[src/rtl/led_pattern_arbiter_if.sv]
// ---------------------------------------------------------------------------
// led_pattern_arbiter_if
//   Bundles the requester side and the LED side of the LED pattern arbiter.
//
//   Signals:
//     req     [NUM_REQ]          level request per requester
//     pattern [NUM_REQ*PAT_LEN]  requester i's pattern at [i*PAT_LEN +: PAT_LEN],
//                                bit 0 is played first
//     grant   [NUM_REQ]          one-hot owner of the current PLAY frame
//     busy                       high while a frame or the inter-frame gap runs
//     done                       one-cycle pulse at the end of each frame
//     led                        registered LED drive, 1 = on
//
//   Handshake: req is a level, not a pulse. A requester holds req high until
//   it sees its grant bit; the arbiter only samples req while idle, so a
//   request that drops before being granted is simply forgotten, and a
//   request held through a whole frame is served again on a later round.
//
//   Modports:
//     slave  - the arbiter (consumes req/pattern, drives grant/busy/done/led)
//     master - the status sources and LED pin side
// ---------------------------------------------------------------------------
interface led_pattern_arbiter_if #(
  parameter int NUM_REQ = 4,
  parameter int PAT_LEN = 16
);
  logic [NUM_REQ-1:0]         req;
  logic [NUM_REQ*PAT_LEN-1:0] pattern;
  logic [NUM_REQ-1:0]         grant;
  logic                       busy;
  logic                       done;
  logic                       led;

  modport slave (
    input  req,
    input  pattern,
    output grant,
    output busy,
    output done,
    output led
  );

  modport master (
    output req,
    output pattern,
    input  grant,
    input  busy,
    input  done,
    input  led
  );
endinterface

[src/rtl/led_pattern_arbiter.sv]
// ---------------------------------------------------------------------------
// led_pattern_arbiter
//   Shares one board LED between NUM_REQ status sources. Requesters are
//   served round-robin and non-preemptively: the winner's PAT_LEN-bit blink
//   pattern is latched and shown one bit per tick (TICK_DIV clocks), followed
//   by GAP_TICKS ticks of forced-off LED before the next arbitration.
//
//   Ports:
//     clk        system clock, all state on the rising edge
//     reset_n    asynchronous active-low reset
//     bus        led_pattern_arbiter_if.slave (req, pattern -> grant, busy,
//                done, led); every output is a flop
//     state_dbg  current FSM state (0 = IDLE, 1 = PLAY, 2 = GAP)
// ---------------------------------------------------------------------------
module led_pattern_arbiter #(
  parameter int NUM_REQ   = 4,
  parameter int PAT_LEN   = 16,
  parameter int TICK_DIV  = 6250000,
  parameter int GAP_TICKS = 2
) (
  input  logic                     clk,
  input  logic                     reset_n,
  led_pattern_arbiter_if.slave     bus,
  output logic [1:0]               state_dbg
);

  localparam int IDX_W  = (NUM_REQ > 1) ? $clog2(NUM_REQ) : 1;
  localparam int TICK_W = (TICK_DIV > 1) ? $clog2(TICK_DIV) : 1;
  localparam int BIT_W  = (PAT_LEN > 1) ? $clog2(PAT_LEN) : 1;
  localparam int GAP_W  = (GAP_TICKS > 1) ? $clog2(GAP_TICKS) : 1;

  localparam logic [TICK_W-1:0] TICK_LAST = TICK_W'(TICK_DIV - 1);
  localparam logic [BIT_W-1:0]  BIT_LAST  = BIT_W'(PAT_LEN - 1);
  // Guarded so a GAP_TICKS=0 build never forms a negative constant.
  localparam logic [GAP_W-1:0]  GAP_LAST  = GAP_W'((GAP_TICKS > 0) ? GAP_TICKS - 1 : 0);

  typedef enum logic [1:0] {
    IDLE = 2'd0,
    PLAY = 2'd1,
    GAP  = 2'd2
  } state_t;

  state_t               state;
  logic [IDX_W-1:0]     last;
  logic [PAT_LEN-1:0]   pat_sr;
  logic [TICK_W-1:0]    tick_cnt;
  logic [BIT_W-1:0]     bit_idx;
  logic [GAP_W-1:0]     gap_cnt;
  logic [NUM_REQ-1:0]   grant_q;
  logic                 busy_q;
  logic                 done_q;
  logic                 led_q;

  // Round-robin pick: the first set req searching last+1, last+2, ...
  // The loop runs from the farthest offset down so the nearest hit wins.
  logic                 win_found;
  logic [IDX_W-1:0]     win_idx;
  logic [IDX_W-1:0]     cand;
  logic [PAT_LEN-1:0]   win_pat;

  always_comb begin
    win_found = 1'b0;
    win_idx   = '0;
    cand      = '0;
    for (int off = NUM_REQ; off >= 1; off--) begin
      cand = IDX_W'((int'(last) + off) % NUM_REQ);
      if (bus.req[cand]) begin
        win_found = 1'b1;
        win_idx   = cand;
      end
    end
  end

  always_comb begin
    win_pat = bus.pattern[win_idx*PAT_LEN +: PAT_LEN];
  end

  always_ff @(posedge clk or negedge reset_n) begin
    if (!reset_n) begin
      state    <= IDLE;
      last     <= IDX_W'(NUM_REQ - 1);
      pat_sr   <= '0;
      tick_cnt <= '0;
      bit_idx  <= '0;
      gap_cnt  <= '0;
      grant_q  <= '0;
      busy_q   <= 1'b0;
      done_q   <= 1'b0;
      led_q    <= 1'b0;
    end else begin
      done_q <= 1'b0;
      case (state)
        IDLE: begin
          led_q   <= 1'b0;
          busy_q  <= 1'b0;
          grant_q <= '0;
          if (win_found) begin
            state    <= PLAY;
            grant_q  <= NUM_REQ'(1) << win_idx;
            last     <= win_idx;
            // Bit 0 goes straight to the LED; the rest waits in the shifter.
            led_q    <= win_pat[0];
            pat_sr   <= win_pat >> 1;
            tick_cnt <= '0;
            bit_idx  <= '0;
            busy_q   <= 1'b1;
          end
        end

        PLAY: begin
          if (tick_cnt == TICK_LAST) begin
            tick_cnt <= '0;
            if (bit_idx == BIT_LAST) begin
              grant_q <= '0;
              done_q  <= 1'b1;
              led_q   <= 1'b0;
              gap_cnt <= '0;
              if (GAP_TICKS > 0) begin
                state <= GAP;
              end else begin
                state  <= IDLE;
                busy_q <= 1'b0;
              end
            end else begin
              bit_idx <= bit_idx + BIT_W'(1);
              led_q   <= pat_sr[0];
              pat_sr  <= pat_sr >> 1;
            end
          end else begin
            tick_cnt <= tick_cnt + TICK_W'(1);
          end
        end

        GAP: begin
          led_q   <= 1'b0;
          grant_q <= '0;
          if (tick_cnt == TICK_LAST) begin
            tick_cnt <= '0;
            if (gap_cnt == GAP_LAST) begin
              state  <= IDLE;
              busy_q <= 1'b0;
            end else begin
              gap_cnt <= gap_cnt + GAP_W'(1);
            end
          end else begin
            tick_cnt <= tick_cnt + TICK_W'(1);
          end
        end

        default: begin
          state   <= IDLE;
          grant_q <= '0;
          busy_q  <= 1'b0;
          led_q   <= 1'b0;
        end
      endcase
    end
  end

  assign bus.grant = grant_q;
  assign bus.busy  = busy_q;
  assign bus.done  = done_q;
  assign bus.led   = led_q;
  assign state_dbg = state;

endmodule

[src/flat_wrapper.sv]
// flat-port wrapper written by rule: the top's interface ports become plain ports
module led_pattern_arbiter_flat 
#(
  parameter int NUM_REQ   = 4,
  parameter int PAT_LEN   = 16,
  parameter int TICK_DIV  = 6250000,
  parameter int GAP_TICKS = 2
)
  (clk, reset_n, state_dbg, bus_req, bus_pattern, bus_grant, bus_busy, bus_done, bus_led);
  led_pattern_arbiter_if #(.NUM_REQ(NUM_REQ), .PAT_LEN(PAT_LEN)) bus_i ();
  input  logic clk;
  input  logic reset_n;
  output logic [1:0] state_dbg;
  input wire logic [$bits(bus_i.req)-1:0] bus_req;
  input wire logic [$bits(bus_i.pattern)-1:0] bus_pattern;
  output wire logic [$bits(bus_i.grant)-1:0] bus_grant;
  output wire logic [$bits(bus_i.busy)-1:0] bus_busy;
  output wire logic [$bits(bus_i.done)-1:0] bus_done;
  output wire logic [$bits(bus_i.led)-1:0] bus_led;
  assign bus_i.req = bus_req;
  assign bus_i.pattern = bus_pattern;
  assign bus_grant = bus_i.grant;
  assign bus_busy = bus_i.busy;
  assign bus_done = bus_i.done;
  assign bus_led = bus_i.led;
  led_pattern_arbiter #(.NUM_REQ(NUM_REQ), .PAT_LEN(PAT_LEN), .TICK_DIV(TICK_DIV), .GAP_TICKS(GAP_TICKS)) u_core (.clk(clk), .reset_n(reset_n), .bus(bus_i), .state_dbg(state_dbg));
endmodule
[config.mk]
export PLATFORM = sky130hd
export DESIGN_NAME = led_pattern_arbiter_flat
export DESIGN_NICKNAME = d
export VERILOG_FILES = /design/src/rtl/led_pattern_arbiter_if.sv /design/src/rtl/led_pattern_arbiter.sv /design/src/flat_wrapper.sv
export SDC_FILE = /design/constraint.sdc
export NUM_CORES = 1
export LEC_CHECK = 0
export CORE_MARGIN = 1
export CORE_UTILIZATION = 38
export DETAILED_ROUTE_END_ITERATION = 12
export GPL_TIMING_DRIVEN = 1
export PLACE_DENSITY = 0.76
export SLEW_MARGIN = 5
export SYNTH_ARGS = -nofsm -noshare
export SYNTH_HDL_FRONTEND = slang
export SYNTH_SLANG_ARGS = --single-unit
[constraint.sdc]
create_clock -name clk -period 3.5 [get_ports clk]
set_input_delay 0.35 -clock clk [delete_from_list [all_inputs] [get_ports clk]]
set_output_delay 0.35 -clock clk [all_outputs]
set_load 0.02 [all_outputs]
==> flow_summary.toml <==
[yosys]
ys_ff_latch = 54
synth_area_per_cell_um2 = 8.62
synthTopCellsByCount = "dfrtp_1 (52), nand2_1 (52), nor2_1 (41)"
synth_edf_count = 0
synth.distinct_cells = 48
ys_seq_area_share_pct = 40.1
synthesis.instances = 391
yosys_warnings = 0
synthArstFlopShare_pct = 100
synth_area_leader_cell = "dfrtp_1"
yosysTopAreaCellShare_pct = 38.6
synth_nets = 466
synth.top_cells.by_area = "dfrtp_1 (39%), mux2i_1 (6.5%), nand2_1 (5.8%)"
ys.flop_type = "dfrtp_1"
synth_area_um2 = 3370

[global_route]
grt_use_total_pct = 18.4
antenna_found_initial = 0
first_global_vias = 2928
grt_pass1_wl_mm = 13.3
grt_max_degree = 37
grt_overflow = 0

[floorplanning]
core-area_um2 = 8640
die_area_um2 = 9250
std_cell_rows = 34
die_w_um = 96.2
die_h_um = 96.2
initial_core_util_pct = 39.0
io_pins = 79

[pwr]
finalPower_w = 0.00113
p_leak_nw = 1.83
p_clk_share_pct = 29.7
swShare_pct = 23.2
p_comb_share_pct = 15.3
net-switching-power_w = 0.000263
ir_worst_vdd_mv = 0.181
internal-power_w = 0.000871
power_density_nw_per_um2 = 264
seqPwrFrac_pct = 55.0

[setup_path]
path_max_fanout = 36
required_ns = 3.70
cp_data_arrival_time_ns = 2.99
cp-end-kind = "register"
start_kind = "register"
worstSetupPathType = "reg -> reg"

[clocking]
hold_buffers = 0
cts_root_buf = "clkbuf_8"
post_cts_buffers = 0
clk_path_buf_depth = 2
clk-insertion-delay-late_ns = 0.30
clkSinkCount = 54
htree_levels = 2
cts_resized = 0
path_clk_slew_ns = 0.09
cts-buffers-inserted = 5
cts_tree = "done"

[placement]
dp_slack_ns = 0.721
placed_cells = 561
numPortBuffers = 78
hpwl_mm = 6.25
gp_congestion = 0.835

[timing]
finClkSkew_ns = 0.00363
max_clock_freq_mhz = 359
fin_crit_sh_pct = 79.7
period_needed_ns = 2.79
tightest_slew_ns = 1.07
slew_violations = 0
final.setup.tns_ns = 0
rsz0062_at_grt = "false"
timing.slew.headroom_pct = 28.6
hold_ws_ns = 0.125
worst_slack_ns = 0.712
hold_viol_final = 0
setup_violations = 0

[route]
wl_mm = 8.49
dr.pass1.iters = 4
route.detailed.drc = 0
vias = 3125
wl_per_cell_um = 14.9
drt_iter0_markers = 211
drtAntennaViolNets = 0
viasPerCell = 5.49

[run_status]
status = "finished clean"

[layout]
nNetsFinal = 535
diodes = 0
final_cells = 569
drive_above_1_share_pct = 5.86
syn_to_final_growth_pct = 27.3

[run]
cap_violations = 0

[hold_path]
hp-class = "in -> async"
==> critical path, stage by stage (launching register included) <==
cell and delay [ns]:
dfrtp_1 0.40, ha_1 0.23, nand3_2 0.13, or2_4 0.29, nor3_1 0.34, a41o_1 0.95
mux2i_1 0.27, nand2_1 0.07
==> cells in the final DEF, fill, tap and decap left out, types with 9 or more instances in the layout <==
cell type         n
nor3_1            9
a31oi_1          18
dfrtp_1          52
nand4_1          10
nand2_1          52
o21ai_0          21
clkdlybuf4s50_1  77
mux2i_1          22
inv_1            16
nor2_1           41
nand3_1          18
a21oi_1          20
a221o_1          14
==> cell families after synthesis <==
family                     after synthesis  synth area share, %
DFF                                     54                 40.1
muxes                                   24                 7.20
and+or+nand+nor                        161                 23.1
adders and majority gates                5                 1.86
xor gates and xnor gates                10                 2.60
AOI/OAI and AO/OA                       97                 19.4
buffers and inverters                   40                 5.75
==> flip-flops by register name, indices dropped and copies added, names as in the netlist <==
name              count
u_core.bus.led        1
u_core.state_dbg      2
u_core.bit_idx        4
u_core.last           2
u_core.pat_sr        15
u_core.gap_cnt        1
u_core.tick_cnt      23
u_core.bus.grant      4
u_core.bus.done       1
u_core.bus.busy       1
==> metrics by stage <==
stage	util (%)	instance area, µm²
detailed placement	48.8	4210
finish	49.7	4290
global route	49.7	4290
floorplan	-	3370
global placement	48.8	4210
CTS	49.7	4290
==> routing by layer <==
layer | global-route usage (%) | vias to the layer above | part of all wire (%) | wire length (µm)
met5 | 0 | - | 0 | 0
met4 | 4.23 | 0 | 1.4 | 116
met3 | 3.63 | 14 | 8.2 | 697
met2 | 33.4 | 109 | 48 | 4040
met1 | 22.3 | 1456 | 43 | 3640
li1 | - | 1546 | - | -
==> power by group through the flow <==
stage          registers [W]  logic (W)  clock network (W)
2_1_floorplan       0.000636  0.0000676                  0
3_3_place_gp        0.000636   0.000171                  0
3_5_place_dp        0.000636   0.000174                  0
4_1_cts             0.000623   0.000175           0.000350
5_1_grt             0.000624   0.000189           0.000372
6_report            0.000623   0.000173           0.000337
==> area by class of cell <==
type | instances | area (µm²)
Sequential cell | 54 | 1350
Inverter | 16 | 60.1
Multi-Input combinational cell | 297 | 1830
Clock buffer | 8 | 80.1
Fill cell | 800 | 4340
Timing Repair Buffer | 86 | 836
Tap cell | 108 | 135
==> final timing paths <==
kind | from | to | slack, ns | depth (start not counted)
max | u_core.tick_cnt[0] | u_core.bit_idx[3] | 0.71 | 7
min | reset_n | u_core.bit_idx[1] | 0.13 | 1
max reg2reg | u_core.tick_cnt[0] | u_core.bit_idx[3] | 0.71 | 7
min reg2reg | u_core.pat_sr[14] | u_core.pat_sr[14] | 0.52 | 2
max in group asynchronous | reset_n | u_core.last[1] | 2.55 | 2
min in group clk | u_core.pat_sr[14] | u_core.pat_sr[14] | 0.52 | 2
No activity file was read; power rests on OpenSTA's default activity.
